<file path="src/rtl/ex_pkg.sv">
// Shared widths, forwarding-select encoding and immediate sign extension
// for the 8-bit core's execute stage.
package ex_pkg;

  localparam int DATA_W = 8;
  localparam int ADDR_W = 3;
  localparam int IMM_W  = 3;

  typedef enum logic [1:0] {
    FWD_ZERO,
    FWD_EX,
    FWD_WB,
    FWD_NONE
  } fwd_sel_t;

  function automatic logic [DATA_W-1:0] sign_extend(input logic [IMM_W-1:0] imm);
    return {{(DATA_W-IMM_W){imm[IMM_W-1]}}, imm};
  endfunction

endpackage

</file>
<file path="src/rtl/forward_unit.sv">
// Selects the source of operand A: r0 zero, EX/WB register, writeback bus,
// or the register-file value. The younger EX result wins over WB.
module forward_unit
  import ex_pkg::*;
#(
  parameter int ADDR_W = ex_pkg::ADDR_W
) (
  input  logic [ADDR_W-1:0] rs1,
  input  logic [ADDR_W-1:0] ex_rd,
  input  logic              ex_write,
  input  logic [ADDR_W-1:0] wb_rd,
  input  logic              wb_write,
  output fwd_sel_t          sel
);

  always_comb begin
    sel = FWD_NONE;
    if (rs1 == '0) begin
      sel = FWD_ZERO;
    end else if (ex_write && (ex_rd == rs1)) begin
      sel = FWD_EX;
    end else if (wb_write && (wb_rd == rs1)) begin
      sel = FWD_WB;
    end
  end

endmodule

</file>
<file path="src/rtl/ex_stage.sv">
// Execute stage: forwarded operand A plus register or sign-extended immediate
// operand B, with result and flags captured in the EX/WB output register.
module ex_stage
  import ex_pkg::*;
#(
  parameter int DATA_W = ex_pkg::DATA_W,
  parameter int ADDR_W = ex_pkg::ADDR_W,
  parameter int IMM_W  = ex_pkg::IMM_W
) (
  input  logic              clk,
  input  logic              reset,
  input  logic              sign_extend_in,
  input  logic              write_reg_in,
  input  logic [ADDR_W-1:0] rs1_in,
  input  logic [ADDR_W-1:0] rd_in,
  input  logic [DATA_W-1:0] data1_in,
  input  logic [DATA_W-1:0] data2_in,
  input  logic [IMM_W-1:0]  unextended_in,
  input  logic              hold,
  input  logic              flush,
  input  logic              wb_write_in,
  input  logic [ADDR_W-1:0] wb_rd_in,
  input  logic [DATA_W-1:0] wb_data_in,
  output logic [DATA_W-1:0] result_out,
  output logic [ADDR_W-1:0] rd_out,
  output logic              write_reg_out,
  output logic              zero_out,
  output logic              carry_out,
  output logic              overflow_out
);

  fwd_sel_t          fwd_sel;
  logic [DATA_W-1:0] op_a;
  logic [DATA_W-1:0] op_b;
  logic [DATA_W:0]   sum;
  logic [DATA_W-1:0] result;
  logic              overflow;
  logic              write_en;

  forward_unit #(.ADDR_W(ADDR_W)) u_forward_unit (
    .rs1      (rs1_in),
    .ex_rd    (rd_out),
    .ex_write (write_reg_out),
    .wb_rd    (wb_rd_in),
    .wb_write (wb_write_in),
    .sel      (fwd_sel)
  );

  always_comb begin
    op_a = data1_in;
    case (fwd_sel)
      FWD_ZERO: op_a = '0;
      FWD_EX:   op_a = result_out;
      FWD_WB:   op_a = wb_data_in;
      default:  op_a = data1_in;
    endcase
  end

  assign op_b     = sign_extend_in ? sign_extend(unextended_in) : data2_in;
  assign sum      = {1'b0, op_a} + {1'b0, op_b};
  assign result   = sum[DATA_W-1:0];
  assign overflow = (op_a[DATA_W-1] == op_b[DATA_W-1]) && (result[DATA_W-1] != op_a[DATA_W-1]);
  // r0 is hardwired zero, so a write to it is dropped here rather than in the register file.
  assign write_en = write_reg_in && (rd_in != '0);

  // flush inserts a bubble and beats hold; hold freezes every output field.
  always_ff @(posedge clk or posedge reset) begin
    if (reset) begin
      result_out    <= '0;
      rd_out        <= '0;
      write_reg_out <= 1'b0;
      zero_out      <= 1'b0;
      carry_out     <= 1'b0;
      overflow_out  <= 1'b0;
    end else if (flush) begin
      result_out    <= '0;
      rd_out        <= '0;
      write_reg_out <= 1'b0;
      zero_out      <= 1'b0;
      carry_out     <= 1'b0;
      overflow_out  <= 1'b0;
    end else if (!hold) begin
      result_out    <= result;
      rd_out        <= rd_in;
      write_reg_out <= write_en;
      zero_out      <= (result == '0);
      carry_out     <= sum[DATA_W];
      overflow_out  <= overflow;
    end
  end

endmodule

</file>
<file path="config.mk">
export PLATFORM = sky130hd
export DESIGN_NAME = ex_stage
export DESIGN_NICKNAME = d
export VERILOG_FILES = /design/src/rtl/ex_pkg.sv /design/src/rtl/forward_unit.sv /design/src/rtl/ex_stage.sv
export SDC_FILE = /design/constraint.sdc
export NUM_CORES = 1
export LEC_CHECK = 0
export BUFFER_PORTS_ARGS = -buffer_cell sky130_fd_sc_hd__buf_2
export CORE_MARGIN = 2
export CORE_UTILIZATION = 50
export DETAILED_ROUTE_END_ITERATION = 10
export PLACE_DENSITY = 0.84
export SETUP_SLACK_MARGIN = 0.4
export SLEW_MARGIN = 20
export SYNTH_ARGS = -nofsm -noshare
export SYNTH_HDL_FRONTEND = slang
export SYNTH_SLANG_ARGS = --single-unit
</file>
<file path="constraint.sdc">
create_clock -name clk -period 6.3 [get_ports clk]
set_input_delay 0.63 -clock clk [delete_from_list [all_inputs] [get_ports clk]]
set_output_delay 0.63 -clock clk [all_outputs]
set_load 0.01 [all_outputs]
</file>
Word level (Yosys, flattened, before mapping). Index checks and enable logic that the tools add are counted.

Equality and inequality tests: 7. Muxes and demuxes: 17. $add $sub $neg: 1. Reduce and logical (&&, ||, !) cells: 8.

Operator list (count): $mux W8 (3); $pmux W8 S3 (1); $add A8 B8 Y9 (1); $mux W1 (9); $logic_not A8 Y1 (1); $eq A3 B3 Y1 (2); $mux W3 (2); $logic_and A1 B1 Y1 (4); $mux W2 (2); $logic_not A3 Y1 (1); $reduce_bool A3 Y1 (1); $eq A2 B1 Y1 const B (1); $eq A2 B2 Y1 const B (1); $logic_not A2 Y1 (1); $ne A2 B1 Y1 const B (1); $eq A1 B1 Y1 (1); $ne A1 B1 Y1 (1).

Bits in registers: 15. Word-level logic and storage cells: 39. Output and inout bits: 15. Bits of input ports: 43.

Longest topological paths before layout. Gate-level depths: netlist of run 1.

Word-level depth: 12. Mapped depth: 12. Depth with buffers taken out: 12.

By module. Synthesis of run 1 repeated with hierarchy kept, for this count alone.

Cell total of the unflattened synthesis: 151. Area, all modules: 1326.3 um^2.

By module, submodules not included: ex_stage (area each 1236.2 um^2, instances 1, cells an instance 140); forward_unit (area each 90.1 um^2, instances 1, cells an instance 11).

Worst setup path before layout of run 1. OpenSTA, ideal clock, no wires.

Path type: in2reg. Start: input rs1_in[0]. End: register zero_out. Arrival: 3.046 ns. Cell stages on the path: 11. Required time: 6.196 ns. Setup slack: 3.150 ns. Cell sequence: or3_1 > a21oi_1 > nand2_1 > a21oi_1 > ha_1 > a211oi_2 > nor2_1 > o311ai_4 > o2bb2ai_2 > xnor2_1 > o41ai_2.

Cells in the longest elaborated chain, start to end: 11.

Ends and longest elaborated chain: from (decl) (RTL line ex_stage.sv:14) `input logic [ADDR_W-1:0] rs1_in,`; $eq A3 B3 Y1 (RTL line forward_unit.sv:22) `end else if (wb_write && (wb_rd == rs1)) begin`; $logic_and A1 B1 Y1 (RTL line forward_unit.sv:22); $mux W1 (RTL line forward_unit.sv:22); $mux W2 (RTL line forward_unit.sv:20) `end else if (ex_write && (ex_rd == rs1)) begin`; $mux W2 (*) (RTL line forward_unit.sv:18) `if (rs1 == '0) begin`; $eq A2 B2 Y1 (tied with other cells) (RTL line ex_stage.sv:51) `case (fwd_sel)`; $pmux W8 S3 (*) (RTL line ex_stage.sv:51); $add A8 B8 Y9 (*) (RTL line ex_stage.sv:60) `assign sum = {1'b0, op_a} + {1'b0, op_b};`; $logic_not A8 Y1 (*) (RTL line ex_stage.sv:86) `zero_out <= (result == '0);`; $mux W1 (*) (RTL line ex_stage.sv:82) `end else if (!hold) begin`; $mux W1 (*) (RTL line ex_stage.sv:75) `end else if (flush) begin`; to (signal assigned) (RTL line ex_stage.sv:86); to (decl) (RTL line ex_stage.sv:27) `output logic zero_out,`.

Mark *: on every way between the ends. The rest lies on a longest branch, timed or not. The select of a mux whose other input is x is not followed. A chain may end at the register's enable or synchronous reset.

Worst setup path in the final report of run 1.
Start: input rs1_in[1]. End: register zero_out.

The elaborated chain is that of the path after synthesis.

==> results.sh, run 1 <==
export IMPL_cp_start_kind="primary input"
export IMPL_worst_slew_margin_rel_pct=60.8
export IMPL_yosysTopAreaCell="dfrtp_1"
export IMPL_critPathRequiredTime_ns=6.49
export IMPL_finalHoldViolCount=0
export IMPL_overflow=0
export IMPL_critical_path_arrival_ns=3.69
export IMPL_synthSimpleGateAreaFrac_pct=18.2
export IMPL_power_leakage_nw=0.843
export IMPL_power_switching_mw=0.122
export IMPL_wl_met3_um=223
export IMPL_status="completed"
export IMPL_io_buffers=57
export IMPL_fin_area_um2=1670
export IMPL_setup_violations=0
export IMPL_cts_htree_levels=1
export IMPL_holdCritPathClass="in -> async"
export IMPL_cts_root_buffer="clkbuf_4"
export IMPL_fin_nets=270
export IMPL_cts_tree="yes"
export IMPL_setup_tns_ns=0
export IMPL_muxShareOfSynthArea_pct=7.76
export IMPL_cp_startpoint="rs1_in[1]"
export IMPL_pin_count=58
export IMPL_synth_area_leaders="dfrtp_1, ha_1, nor2_1"
export IMPL_synth_edf_count=0
export IMPL_worstMarginPinSlew_ns=0.588
export IMPL_grt_pass1_vias=1321
export IMPL_clockBufferDepth=2
export IMPL_r2r_start="rd_out[0]"
export IMPL_synth_xor_area_share_pct=6.54
export IMPL_clock_latency_ns=0.29
export IMPL_synth_top_flop_cell="dfrtp_1"
export IMPL_cap_viol_max_count=0
export IMPL_cts_hold_buf=0
export IMPL_async_flop_share_pct=100
export IMPL_core_um2=2500
export IMPL_synth_area_um2=1340
export IMPL_antennaDiodeCount=0
export IMPL_switching_share_pct=38.6
export IMPL_wl_per_cell_um=13.5
export IMPL_post_cts_buffers=0
export IMPL_clock_sinks=15
export IMPL_vias=1417
export IMPL_die_y_um=55.7
export IMPL_ant_nets=0
export IMPL_rrSetupSlack_ns=2.91
export IMPL_fmax_mhz=285
export IMPL_ir_worst_vdd_v=0.000194
export IMPL_endpoint_kind="flop"
export IMPL_synth_cells=161
export IMPL_timing_final_crit_share_pct=55.6
export IMPL_numCtsBuffers=3
export IMPL_vias_per_cell=5.74
export IMPL_fin_skew_ns=0.00341
export IMPL_synth_fa_ha_area_share_pct=8.97
export IMPL_dp_hpwl_um=2730
export IMPL_timing_rr_end="zero_out"
export IMPL_reg2regPathDepth=11
export IMPL_crit_type="in -> reg"
export IMPL_area_growth_pct=24.8
export IMPL_place_area_um2=1640
export IMPL_yosys_top_cells_count="nor2_1, dfrtp_1, a21oi_1"
export IMPL_layout_drive_gt1_share_pct=32.7
export IMPL_cts_resized=0
export IMPL_synth_nets=213
export IMPL_grt_max_degree=23
export IMPL_grt_pass1_wl_um=5660
export IMPL_yosys_area_top_type_share_pct=28.0
export IMPL_synth_compound_area_share_pct=25.7
export IMPL_pwr_share_comb_pct=45.8
export IMPL_grt_usage_pct=22.8
export IMPL_syn_avg_cell_area_um2=8.32
export IMPL_p_clk_share_pct=18.1
export IMPL_powerDensity_nw_per_um2=190
export IMPL_ys_ff_latch=15
export IMPL_die_x_um=55.7
export IMPL_critical_path_peak_fanout=8
export IMPL_drtIter0Drc=43
export IMPL_seq_power_share_pct=36.1
export IMPL_cp_endpoint="zero_out"
export IMPL_place_gp_congestion=0.939
export IMPL_top_layer="met4"
export IMPL_rsz0062_at_grt="false"
export IMPL_drt_wl_total_um=3340
export IMPL_fillers=217
export IMPL_first_pass_iters=4
export IMPL_synth_top_family_by_area="compound AO/OA/AOI/OAI gates"
export IMPL_placementRows=18
export IMPL_seq_area_frac_synth_pct=28.0
export IMPL_drc=0
export IMPL_die_area_um2=3110
export IMPL_yosysMostFrequentCell="nor2_1"
export IMPL_maxSlewViolCount=0
export IMPL_met1_length_um=1430
export IMPL_clk_pin_slew_worst_paths_ns=0.09
export IMPL_synth_cell_type_count=40
export IMPL_slowest_stage="fa_1"
export IMPL_routed_wl_met2_um=1630
export IMPL_crit_chain="buf_2 -> xnor2_1 -> nand4_1 -> mux2_2 -> a22o_1 -> ha_1 -> fa_1 -> a21oi_1 -> o21bai_1 -> xnor2_1 -> nand4_1 -> o41ai_2"
export IMPL_initial_utilization_pct=53.6
export IMPL_min_period_ns=3.50
export IMPL_critPathMaxStageDelay_ns=0.42
export IMPL_ys_warn_count=0
export IMPL_p_int_mw=0.195
export IMPL_antenna_found_initial=0
[power groups by stage]
stage | logic, mW | clock network, mW | registers, mW
floorplan | 0.0963 | 0 | 0.120
global placement | 0.141 | 0 | 0.116
detailed placement | 0.144 | 0 | 0.116
CTS | 0.144 | 0.0570 | 0.114
global route | 0.160 | 0.0617 | 0.116
finish | 0.145 | 0.0576 | 0.115
[worst max-delay path: cells and delay by family]
| kind | cells | cell delay [ns] |
|---|---|---|
| adders and majority gates | 2 | 0.66 |
| and+or+nand+nor | 2 | 0.54 |
| xor gates and xnor gates | 2 | 0.45 |
| muxes | 1 | 0.40 |
| buffers and inverters | 1 | 0.12 |
| AOI/OAI and AO/OA | 4 | 0.88 |
[logic make-up (layout without fill, tap and decap cells)]
kind of cell,count (synthesis),count (layout)
flops,15,15
simple gates,53,53
buf+inv,17,73
compound gates,47,47
xor+xnor,10,10
mux,10,10
fa+ha+maj,9,9
[cells in the final DEF, fill, tap and decap left out, types with 7 or more instances in the layout]
cell,synthesis,final
xnor2_1,10,10
inv_1,12,12
a21oi_1,14,14
dfrtp_1,15,15
buf_2,0,57
mux2i_1,7,7
nor2_1,26,26
ha_1,8,8
o21ai_0,13,13
nand2_1,11,11
[how the worst min path moves through the flow]
stage / to / from / cells past startpoint
global placement: zero_out / zero_out / 2
global route: rd_out[1] / reset / 2
detailed placement: zero_out / zero_out / 2
CTS: rd_out[1] / reset / 2
floorplan: zero_out / zero_out / 2
finish: rd_out[1] / reset / 2
[flip-flops by register name (all words and copies together), names as in the netlist]
name	cells
result_out	8
rd_out	3
carry_out	1
overflow_out	1
write_reg_out	1
zero_out	1
[per-layer routing]
layer / vias up / GRT usage, %
li1: 689 / -
met3: 9 / 6.28
met4: 0 / 6.97
met5: - / 0
met2: 48 / 38.4
met1: 671 / 28.1
[stage by stage]
step | utilization (%) | total power, mW | std cells | worst slack (ns) | hold WS (ns)
2_1_floorplan | - | 0.216 | 161 | 3.15 | 0.518
3_3_place_gp | 65.7 | 0.258 | 243 | 2.74 | 0.499
3_5_place_dp | 65.7 | 0.260 | 243 | 2.58 | 0.512
4_1_cts | 66.8 | 0.316 | 247 | 2.86 | 0.388
5_1_grt | 66.8 | 0.337 | 247 | 2.67 | 0.418
6_report | 66.8 | 0.318 | 247 | 2.80 | 0.369
[layout make-up]
class / instances / area (um2) / area share, %
Clock buffer: 3 / 22.5 / 1.35
Clock inverter: 1 / 5.00 / 0.300
Inverter: 12 / 45.0 / 2.70
Multi-Input combinational cell: 129 / 900 / 53.9
Sequential cell: 15 / 375 / 22.5
Tap cell: 30 / 37.5 / 2.25
Timing Repair Buffer: 57 / 285 / 17.1
Note: power is estimated with default switching activity, not from simulation.
==> run 2, diff against run 1 <==
CORE_UTILIZATION = 47   (was 50)
PLACE_DENSITY = 0.79   (was 0.84)
clock period = 3.5 ns   (was 6.3 ns; I/O delays follow)
==> results.sh, run 2 (synthesized netlist as in run 1, its figures left out) <==
export IMPL_first_pass_iters=4
export IMPL_grt_max_degree=23
export IMPL_layout_commonest_cell="buf_2"
export IMPL_drt_wl_total_um=3690
export IMPL_final_seq_area_um2=375
export IMPL_cts_hold_buf=0
export IMPL_critical_path_peak_fanout=3
export IMPL_fillers=234
export IMPL_clock_sinks=15
export IMPL_multiInputGateArea_um2=971
export IMPL_antenna_found_initial=0
export IMPL_worstMarginPinSlew_ns=0.588
export IMPL_endpoint_kind="flop"
export IMPL_dp_slack_ns=0.149
export IMPL_cap_viol_max_count=0
export IMPL_place_gp_congestion=0.846
export IMPL_placementRows=19
export IMPL_worst_slew_margin_rel_pct=60.7
export IMPL_vias=1457
export IMPL_clock_latency_ns=0.30
export IMPL_utilization_pct=66.6
export IMPL_rsz0062_at_grt="true"
export IMPL_drc=0
export IMPL_cts_tree="yes"
export IMPL_powerDensity_nw_per_um2=334
export IMPL_drtIter0Drc=41
export IMPL_setup_violations=0
export IMPL_numCtsBuffers=3
export IMPL_critical_path_arrival_ns=3.28
export IMPL_grt_pass1_vias=1288
export IMPL_largest_reg_flops=8
export IMPL_fin_skew_ns=0.00673
export IMPL_final_cell_mix="buf_2, nor2_1, dfrtp_1, inv_1, o21ai_0"
export IMPL_clockBufferDepth=2
export IMPL_fmax_mhz=325
export IMPL_layout_drive_gt1_share_pct=41.4
export IMPL_reg_largest_list="result_out (8), rd_out (3)"
export IMPL_cts_htree_levels=1
export IMPL_dp_hpwl_um=2740
export IMPL_clk_pin_slew_worst_paths_ns=0.10
export IMPL_critPathRequiredTime_ns=3.70
export IMPL_cp_start_kind="flop"
export IMPL_timing_final_crit_share_pct=87.8
export IMPL_vias_per_cell=5.65
export IMPL_status="completed"
export IMPL_die_x_um=57.4
export IMPL_hold_ws_ns=0.0911
export IMPL_grt_pass1_wl_um=5790
export IMPL_ant_nets=0
export IMPL_core_um2=2730
export IMPL_power_leakage_nw=0.916
export IMPL_crit_type="reg -> reg"
export IMPL_setup_slack_ns=0.426
export IMPL_die_y_um=57.4
export IMPL_die_area_um2=3290
export IMPL_antennaDiodeCount=0
export IMPL_fin_nets=280
export IMPL_area_growth_pct=36.1
export IMPL_cts_root_buffer="clkbuf_4"
export IMPL_initial_utilization_pct=49.0
export IMPL_power_mw=0.609
export IMPL_pin_count=58
export IMPL_holdCritPathClass="in -> async"
export IMPL_finalHoldViolCount=0
export IMPL_top_register="result_out"
export IMPL_wl_per_cell_um=14.3
export IMPL_io_buffers=57
export IMPL_min_period_ns=3.07
export IMPL_overflow=0
export IMPL_ir_worst_vdd_v=0.000285
export IMPL_grt_usage_pct=22.3
export IMPL_maxSlewViolCount=0
export IMPL_setup_tns_ns=0
run 2: cell types whose count changed in the layout (fill, tap and decap cells not counted), moves of 2 or more:
cell | before | now
a21oi_1 | 14 | 10
xnor2_2 | 0 | 3
buf_4 | 0 | 9
xnor2_1 | 10 | 7
o21ai_2 | 0 | 2
a21oi_2 | 0 | 4
run 2: report_power, final:
group,internal (mW),switching (mW)
clock,0.0427,0.0621
sequential,0.191,0.0149
combinational,0.141,0.157
total,0.375,0.234
run 2: per-stage QoR:
step / cells / instance area [um2]
3_3_place_gp: 247 / 1670
6_report: 258 / 1820
2_1_floorplan: 161 / 1340
5_1_grt: 258 / 1820
4_1_cts: 251 / 1720
3_5_place_dp: 247 / 1670
run 2: final cells by class:
| type | instances | area share, % |
|---|---|---|
| clock inverter | 1 | 0.275 |
| tap | 31 | 2.13 |
| timing repair buffer | 67 | 20.0 |
| multi-input combinational | 129 | 53.3 |
| inverter | 12 | 2.47 |
| clock buffer | 3 | 1.24 |
| sequential | 15 | 20.6 |
run 2: what timing repair did:
action	CTS	global route
endpoints found under the setup margin	6	6
pin swaps	1	16
gates resized for setup	5	11
buffers inserted	0	7
run 2: worst paths after layout:
path	start	end	slack, ns	cells after the start
max in group asynchronous	reset	carry_out	3.02	2
hold / removal	reset	rd_out[0]	0.09	2
setup reg to reg	rd_out[1]	zero_out	0.43	12
hold reg to reg	zero_out	zero_out	0.51	2
setup / recovery	rd_out[1]	zero_out	0.43	12
min in group clk	rd_in[2]	rd_out[2]	0.31	3
run 2: worst max-delay path: stages (launching register included):
cell and delay, ns:
dfrtp_1 0.43, xnor2_2 0.24, a41oi_2 0.20, o211ai_2 0.26
nor2_1 0.09, a21oi_2 0.19, ha_1 0.30, a211oi_2 0.24
nor2_2 0.09, o311ai_4 0.33, o2bb2ai_4 0.18, xnor2_2 0.10
o41ai_2 0.33
run 2: per-layer routing:
metal  part of all wire, %  global-route usage [%]  vias up
met3                   5.6                    4.76        7
met1                    43                    27.6      694
li1                      -                       -      709
met4                   1.5                    4.98        0
met5                     0                       0        -
met2                    50                    39.4       47
==> run 3, diff against run 2 <==
ABC_AREA = 1   (was default)
CORE_UTILIZATION = 48   (was 47)
PLACE_DENSITY = 0.8   (was 0.79)
==> results.sh, run 3 <==
export IMPL_final_cell_mix="buf_2, nand2_1, inv_1, nor2_1, dfrtp_1"
export IMPL_yosysTopAreaCell="dfrtp_1"
export IMPL_placementRows=19
export IMPL_reg_largest_list="result_out (8), rd_out (3)"
export IMPL_critical_path_arrival_ns=2.81
export IMPL_status="completed"
export IMPL_pin_count=58
export IMPL_timing_final_crit_share_pct=73.5
export IMPL_maxSlewViolCount=0
export IMPL_critPathRequiredTime_ns=3.73
export IMPL_holdCritPathClass="in -> async"
export IMPL_yosys_area_top_type_share_pct=26.4
export IMPL_post_cts_buffers=0
export IMPL_wl_per_cell_um=11.2
export IMPL_cp_start_kind="flop"
export IMPL_clock_latency_ns=0.29
export IMPL_synth_top_flop_cell="dfrtp_1"
export IMPL_min_period_ns=2.57
export IMPL_dp_hpwl_um=2880
export IMPL_timing_rr_end="zero_out"
export IMPL_crit_type="reg -> reg"
export IMPL_vias_per_cell=5.10
export IMPL_rsz0062_at_grt="false"
export IMPL_grt_usage_pct=21.3
export IMPL_place_gp_congestion=0.912
export IMPL_cts_hold_buf=0
export IMPL_utilization_pct=63.3
export IMPL_drc=0
export IMPL_synth_edf_count=0
export IMPL_ant_nets=0
export IMPL_r2r_start="rd_out[1]"
export IMPL_core_um2=2780
export IMPL_ir_worst_vdd_v=0.000284
export IMPL_power_leakage_nw=1.06
export IMPL_ys_ff_latch=15
export IMPL_die_x_um=58.4
export IMPL_clock_sinks=15
export IMPL_synth_nets=263
export IMPL_syn_avg_cell_area_um2=6.74
export IMPL_grt_pass1_wl_um=5730
export IMPL_grt_max_degree=16
export IMPL_top_register="result_out"
export IMPL_clockBufferDepth=2
export IMPL_yosys_top_cells_count="nand2_1, inv_1, nor2_1"
export IMPL_worstMarginPinSlew_ns=0.798
export IMPL_synth_cell_type_count=30
export IMPL_synth_area_leaders="dfrtp_1, nand2_1, inv_1"
export IMPL_initial_utilization_pct=51.1
export IMPL_die_y_um=58.4
export IMPL_yosysMostFrequentCell="nand2_1"
export IMPL_reg2regPathDepth=17
export IMPL_clk_pin_slew_worst_paths_ns=0.09
export IMPL_grt_pass1_vias=1418
export IMPL_numCtsBuffers=3
export IMPL_first_pass_iters=4
export IMPL_powerDensity_nw_per_um2=316
export IMPL_io_buffers=57
export IMPL_fillers=260
export IMPL_largest_reg_flops=8
export IMPL_drt_wl_total_um=3370
export IMPL_cts_root_buffer="clkbuf_4"
export IMPL_vias=1529
export IMPL_cap_viol_max_count=0
export IMPL_finalHoldViolCount=0
export IMPL_drtIter0Drc=67
export IMPL_fin_nets=322
export IMPL_antenna_found_initial=0
export IMPL_overflow=0
export IMPL_worst_slew_margin_rel_pct=46.6
export IMPL_layout_drive_gt1_share_pct=31.6
export IMPL_setup_violations=0
export IMPL_ys_warn_count=0
export IMPL_antennaDiodeCount=0
export IMPL_cts_htree_levels=1
export IMPL_layout_commonest_cell="buf_2"
export IMPL_synth_area_um2=1420
export IMPL_area_growth_pct=23.8
export IMPL_async_flop_share_pct=100
export IMPL_rrSetupSlack_ns=0.93
export IMPL_setup_tns_ns=0
export IMPL_critical_path_peak_fanout=7
export IMPL_die_area_um2=3420
export IMPL_fmax_mhz=389
export IMPL_fin_skew_ns=0.00216
export IMPL_cts_tree="yes"
export IMPL_synth_cells=211
export IMPL_seq_area_frac_synth_pct=26.4
export IMPL_cts_resized=0
export IMPL_endpoint_kind="flop"
run 3: report_power, final:
group          internal [mW]  leakage [nW]  total [mW]  switching (mW)
clock                 0.0426        0.0177       0.101          0.0586
combinational          0.101         0.845       0.251           0.149
sequential             0.191         0.201       0.206          0.0143
run 3: logic make-up (layout without fill, tap and decap cells):
logic type,count (synthesis),after routing,share of synthesized area [%]
buffers and inverters,39,97,10.6
AO/OA/AOI/OAI,33,33,13.5
XOR/XNOR,5,5,3.08
adder cells (fa/ha/maj),9,9,8.44
AND/OR/NAND/NOR,110,110,38.1
flip-flops,15,15,26.4
run 3: worst max path at each step:
| stage | from | to | slack, ns | cells after the start |
|---|---|---|---|---|
| after floorplan | rd_out[1] | zero_out | 1.10 | 18 |
| after global placement | rs1_in[1] | zero_out | 0.95 | 19 |
| after detailed placement | rs1_in[1] | zero_out | 0.87 | 19 |
| after CTS | rd_out[1] | zero_out | 0.92 | 18 |
| after global routing | rd_out[0] | zero_out | 0.63 | 17 |
| final | rd_out[1] | zero_out | 0.93 | 17 |
run 3: cell type report:
type | instances | area, um2 | area share, %
Clock inverter | 1 | 5.00 | 0.284
Sequential cell | 15 | 375 | 21.3
Timing Repair Buffer | 57 | 285 | 16.2
Clock buffer | 3 | 22.5 | 1.28
Tap cell | 31 | 38.8 | 2.20
Multi-Input combinational cell | 157 | 897 | 50.9
Inverter | 36 | 138 | 7.81
run 3: layer usage:
metal	share of wire [%]	GRT usage (%)	wire [um]
met5	0	0	0
met3	4.9	3.74	165
met1	46	27.5	1540
met4	0.39	3.32	13
met2	49	37.7	1660
run 3: metrics by stage:
stage	area [um2]	worst slack (ns)	cells	hold WS (ns)	power [mW]
finish	1760	0.926	300	0.0859	0.558
global placement	1730	0.951	296	0.420	0.454
detailed placement	1730	0.867	296	0.426	0.459
floorplan	1420	1.10	211	0.251	0.380
CTS	1760	0.916	300	0.106	0.559
global route	1760	0.633	300	0.147	0.600
run 3: worst max-delay path, cell delays in order (launching register included):
cell     delay, ns
dfrtp_1       0.38
inv_1         0.07
nand2_1       0.08
nand2_2       0.07
nor2_4        0.14
nand2_4       0.10
nand2_4       0.13
inv_4         0.05
nand3_1       0.07
nand3_1       0.08
ha_1          0.23
fa_1          0.43
xor2_1        0.18
nor3_1        0.17
nand2_1       0.07
nor2_1        0.10
nand4_1       0.10
nand2_1       0.07
